**config.mk**
```make
export PLATFORM = sky130hd
export DESIGN_NAME = ex_mem_reg
export DESIGN_NICKNAME = d
export VERILOG_FILES = /design/src/rtl/ex_mem_reg.sv
export SDC_FILE = /design/constraint.sdc
export NUM_CORES = 1
export LEC_CHECK = 0
export BUFFER_PORTS_ARGS = -buffer_cell sky130_fd_sc_hd__buf_4
export CAP_MARGIN = 20
export CORE_ASPECT_RATIO = 1.1
export CORE_MARGIN = 3
export CORE_UTILIZATION = 52
export CTS_BUF_LIST = sky130_fd_sc_hd__clkbuf_4
export DETAILED_ROUTE_END_ITERATION = 8
export PLACE_DENSITY_LB_ADDON = 0.1
export SLEW_MARGIN = 20
export SYNTH_ARGS = -nofsm -noshare
export SYNTH_HDL_FRONTEND = slang
export SYNTH_SLANG_ARGS = --single-unit
```
**constraint.sdc**
```tcl
create_clock -name clk -period 5.1 [get_ports clk]
set_clock_uncertainty 0.1 [all_clocks]
set_input_delay 0.255 -clock clk [delete_from_list [all_inputs] [get_ports clk]]
set_output_delay 0.255 -clock clk [all_outputs]
set_load 0.005 [all_outputs]
```
**src/rtl/ex_mem_reg.sv**
```systemverilog
// EX/MEM pipeline register with branch/jump resolution.
// Resolves the taken decision and target in EX and registers them with the
// instruction. Redirect is a one-cycle pulse and TakenCount counts redirects.
// Every output comes straight from a flop.
module ex_mem_reg (
  input  logic        clk,
  input  logic        rst,
  input  logic        Stall,
  input  logic        Flush,
  input  logic        ExValid,
  input  logic [31:0] ALUResult,
  input  logic        Zero,
  input  logic        Less,
  input  logic [31:0] ReadData2,
  input  logic [31:0] pc,
  input  logic [31:0] ImmGenOut,
  input  logic        Branch,
  input  logic        Jump,
  input  logic        Jalr,
  input  logic [2:0]  Funct3,
  input  logic        MemRead,
  input  logic        MemWrite,
  input  logic        MemToReg,
  input  logic        RegWrite,
  input  logic [4:0]  Rd,
  output logic        MemValid,
  output logic [31:0] MemALUResult,
  output logic [31:0] MemWriteData,
  output logic [4:0]  MemRd,
  output logic        MemRegWrite,
  output logic        MemMemRead,
  output logic        MemMemWrite,
  output logic        MemMemToReg,
  output logic        Redirect,
  output logic [31:0] BranchTarget,
  output logic        TargetMisaligned,
  output logic [31:0] TakenCount
);

  logic        taken;
  logic        fire;
  logic [31:0] target;
  logic [31:0] link;

  // Branch condition decode. Less already carries the signed/unsigned choice
  // made upstream, so BLT/BLTU and BGE/BGEU share a term.
  always_comb begin
    taken = 1'b0;
    if (Jump) begin
      taken = 1'b1;
    end else if (Branch) begin
      case (Funct3)
        3'b000:         taken = Zero;
        3'b001:         taken = ~Zero;
        3'b100, 3'b110: taken = Less;
        3'b101, 3'b111: taken = ~Less;
        default:        taken = 1'b0;
      endcase
    end
  end

  // JALR clears bit 0 of the computed address; all others are pc-relative.
  assign target = (Jump && Jalr) ? {ALUResult[31:1], 1'b0} : pc + ImmGenOut;
  assign link   = pc + 32'd4;
  assign fire   = ExValid && taken;

  // Stage register: Flush beats Stall, Stall holds everything but drops the
  // redirect pulse so a held instruction never redirects twice.
  always_ff @(posedge clk or posedge rst) begin
    if (rst) begin
      MemValid         <= 1'b0;
      MemALUResult     <= '0;
      MemWriteData     <= '0;
      MemRd            <= '0;
      MemRegWrite      <= 1'b0;
      MemMemRead       <= 1'b0;
      MemMemWrite      <= 1'b0;
      MemMemToReg      <= 1'b0;
      Redirect         <= 1'b0;
      BranchTarget     <= '0;
      TargetMisaligned <= 1'b0;
      TakenCount       <= '0;
    end else if (Flush) begin
      MemValid    <= 1'b0;
      MemRegWrite <= 1'b0;
      MemMemRead  <= 1'b0;
      MemMemWrite <= 1'b0;
      MemMemToReg <= 1'b0;
      Redirect    <= 1'b0;
    end else if (Stall) begin
      Redirect <= 1'b0;
    end else begin
      MemValid         <= ExValid;
      MemALUResult     <= Jump ? link : ALUResult;
      MemWriteData     <= ReadData2;
      MemRd            <= Rd;
      MemRegWrite      <= RegWrite & ExValid;
      MemMemRead       <= MemRead  & ExValid;
      MemMemWrite      <= MemWrite & ExValid;
      MemMemToReg      <= MemToReg & ExValid;
      Redirect         <= fire;
      BranchTarget     <= target;
      TargetMisaligned <= |target[1:0];
      // Counted on the edge that raises Redirect, so the count already
      // includes the redirect currently being signalled.
      if (fire) TakenCount <= TakenCount + 32'd1;
    end
  end

endmodule

```
==> metrics <==
status finished clean; class of the worst hold path in -> reg; max incr delay on CP 540 ps; Iteration-0 DRC Markers between 500 and 600; worst-path maximum fanout 5; hold endpoint MemALUResult[19]; CP Capture Type flop; Synth Flop Type dfrtp_1; Initial Util a little over half; Post-synth EDFFs 0; clock root buffer clkbuf_4; Bufs on Longest Clock Path 2; PostCTS Resize Cnt 0; post-layout net count ~1400; CP Buf/Inv Count 2; FILL cells approximately 1000; final setup TNS 0 ps; RSZ-0062 raised after global routing no; register area share after synthesis approximately 44%; Max VDD drop 0.1393 mV; CORE AREA 14620 µm²; Pwr Density roughly 260 nW/µm²; wire per inst between 15 and 20 µm; Max-Cap Viols 0; worst skew pair latency ~540 ps; Syn Nets 1088; Worst path slowest cell dlygate4sd3_1; reg-to-reg slack, setup around 2500 ps; Final Critical Period roughly 3000 ps; CTS Sinks 140; Hold Path Stages 5; critical-path cell list dlygate4sd3_1, buf_4, ha_1, fa_1, a21oi_1, o21ai_2, a21oi_2, o311a_4, o21ai_4, a211oi_1, o21ai_1, mux2i_1, nand3_1; Cell variety after synth 54; worst r2r path cells 9; Detailed Routing Iterations Pass 1 5; largest net degree at the start of global routing around 110; reg2reg start TakenCount[8]; type of origin of the critical path input port; Syn Std Cell Area 7881 µm²; Tightest Pin Transition approximately 960 ps; period utilization 58.84%; Remaining DRCs 0; Fmax achieved 333.2 MHz; area grow syn2layout 42.91%; #FFs+latches synth 140; Worst EP required between 5000 and 6000 ps; endpoints failing hold 0; yosys warns 0; Syn Inst Count between 900 and 1000; Slew headroom a little over a third; multi-input logic area 4179 µm²; max-slew violation count 0; Worst Hold Launch pc[19]; Final HPWL DP 17840 µm; LEAKAGE approximately 0.0056 µW; layout cells sized above 1 26.24%; DR vias between 8000 and 9000; row count 46; Syn Area/Cell between 8 and 9 µm²; initial antenna violation count 2; full die area 16670 µm²; vias in the first global route 7925; Placed Area 10170 µm²; aggregate global routing overflow 0; overall routing resource usage a little over 30%; routability cong. about 0.85; critical path arrival about 3300 ps; final wirelength approximately 26000 µm; I/O pin cnt 290; Port Buf Inserts roughly 290; Design Area, Final approximately 11000 µm²; H-tree depth 4; Die Span X roughly 120 µm; DR vias/cell around 5.5; Seq. cell area 3503 µm²; CP delay by family, top compound AO/OA/AOI/OAI gates; Post-synth ARST share 100.0%; clk slew on worst S/H paths 130 ps; CP Depth 13; Final ANT Viol Nets 0; worst reg2reg path endpoint TakenCount[31]; CTS tree done; number of CTS-inserted buffers 17; first-pass GRT wire length about 40000 µm; Die Y-Extent around 140 µm; CP Class in -> reg; setup violators final 0
[metal layers]
metal / GRT usage, % / routed length (µm) / vias up
met2: 53.43 / 13070 / 363
met5: 0 / 0 / -
met1: 36.20 / 10240 / 3808
met3: 8.127 / 2040 / 75
met4: 13.17 / 977 / 0
li1: - / - / 3846
[synth_stat cells, types with 2 or more instances]
library cell / n / area share [%]
nand2_1: 216 / 10
dfrtp_1: 140 / 44
o21ai_0: 76 / 4.8
nand3_1: 49 / 3.1
xnor2_1: 48 / 5.3
nor2_1: 47 / 2.2
a21oi_1: 44 / 2.8
clkbuf_1: 34 / 1.6
ha_1: 33 / 5.2
xor2_1: 31 / 3.4
o21ai_1: 19 / 1.2
a21o_1: 16 / 1.5
a22oi_1: 16 / 1.5
and3_1: 15 / 1.2
inv_1: 11 / 0.52
mux2i_1: 11 / 1.4
nand4_1: 11 / 0.87
nor3_1: 9 / 0.57
and4_1: 7 / 0.78
buf_1: 6 / 0.29
o21bai_1: 6 / 0.57
and2_1: 5 / 0.40
a211oi_1: 4 / 0.38
a31oi_1: 4 / 0.32
buf_2: 4 / 0.25
or3_1: 4 / 0.32
nand2b_1: 3 / 0.24
nor2b_1: 3 / 0.24
o22ai_1: 3 / 0.24
a211o_1: 2 / 0.22
o21a_1: 2 / 0.19
o311ai_0: 2 / 0.22
o31ai_1: 2 / 0.19
[where the power goes]
part | internal (µW) | total (µW) | switching [µW] | leakage, µW
sequential | 1250 | 1350 | 98.2 | 0.00176
combinational | 472 | 904 | 432 | 0.00370
clock | 237 | 643 | 407 | 0.000120
[layout make-up]
class	instances	area share, %
diodes	2	0.04443
inverters	11	0.4110
flip-flops and latches	140	31.10
clock buffers	19	1.266
repair buffers	380	27.24
multi-input cells	709	37.10
clock inverters	10	0.6998
well taps	192	2.133
[worst reg2reg max path, stage by stage, from the launching register on]
cell	delay [ps]
dfrtp_1	470
and4_1	250
and3_1	210
nand3_1	160
nor3_2	380
and3_1	270
and3_1	210
and3_1	180
nand3_1	100
xnor2_1	180
[state kept, by name, indices dropped and copies added, names as in the netlist]
| register | flops |
|---|---|
| MemMemRead | 1 |
| MemRd | 5 |
| MemMemWrite | 1 |
| MemALUResult | 32 |
| TakenCount | 32 |
| TargetMisaligned | 1 |
| MemRegWrite | 1 |
| MemWriteData | 32 |
| BranchTarget | 32 |
| MemMemToReg | 1 |
| Redirect | 1 |
| MemValid | 1 |
[repair_timing]
item,in CTS,in global routing
endpoints found under the hold margin,212,0
hold buffers,86,0
buffers inserted,0,0
[cell usage in the layout, fill, tap and decap left out, types with 3 or more instances in the layout]
master,synthesis,final
a211oi_1,4,4
a21o_1,16,16
a21oi_1,44,44
a22oi_1,16,16
a31oi_1,4,4
and2_1,5,5
and3_1,15,15
and4_1,7,7
buf_4,0,294
clkbuf_4,0,19
clkinv_1,0,4
dfrtp_1,140,140
dlygate4sd3_1,0,86
ha_1,33,33
inv_1,11,10
mux2i_1,11,11
nand2_1,216,216
nand2b_1,3,3
nand3_1,49,49
nand4_1,11,11
nor2_1,47,45
nor2b_1,3,3
nor3_1,9,9
o21ai_0,76,76
o21ai_1,19,19
o21bai_1,6,6
o22ai_1,3,3
or3_1,4,4
xnor2_1,48,48
xor2_1,31,31
[through the flow]
| stage | setup WS (ps) | std cells | util, % | hold WS (ps) | power [µW] |
|---|---|---|---|---|---|
| CTS | 2143 | 1461 | 76.99 | 2.331 | 2881 |
| global placement | 2201 | 1346 | 69.59 | 344.6 | 2180 |
| detailed placement | 2129 | 1346 | 69.59 | 350.0 | 2199 |
| floorplan | 992.1 | 904 | - | 221.4 | 1743 |
| global route | 1929 | 1463 | 77.05 | 30.84 | 3049 |
| finish | 2099 | 1463 | 77.05 | 25.93 | 2896 |
[worst max path at each step]
stage	to	start	slack (ps)
6_report	BranchTarget[30]	pc[0]	2100
5_1_grt	BranchTarget[30]	pc[0]	1930
4_1_cts	BranchTarget[30]	pc[0]	2140
3_5_place_dp	BranchTarget[30]	pc[0]	2130
3_3_place_gp	BranchTarget[30]	pc[0]	2200
2_1_floorplan	BranchTarget[0]	rst	990
[kinds of logic after synthesis]
kind of cell	count (synthesis)	share of synthesized area [%]
AO/OA/AOI/OAI	212	16.51
XOR/XNOR	79	8.779
adder cells (fa/ha/maj)	34	5.493
buffers and inverters	55	2.683
flip-flops	140	44.45
multiplexers	12	1.540
AND/OR/NAND/NOR	372	20.54
(Power assumes the default switching activity.)
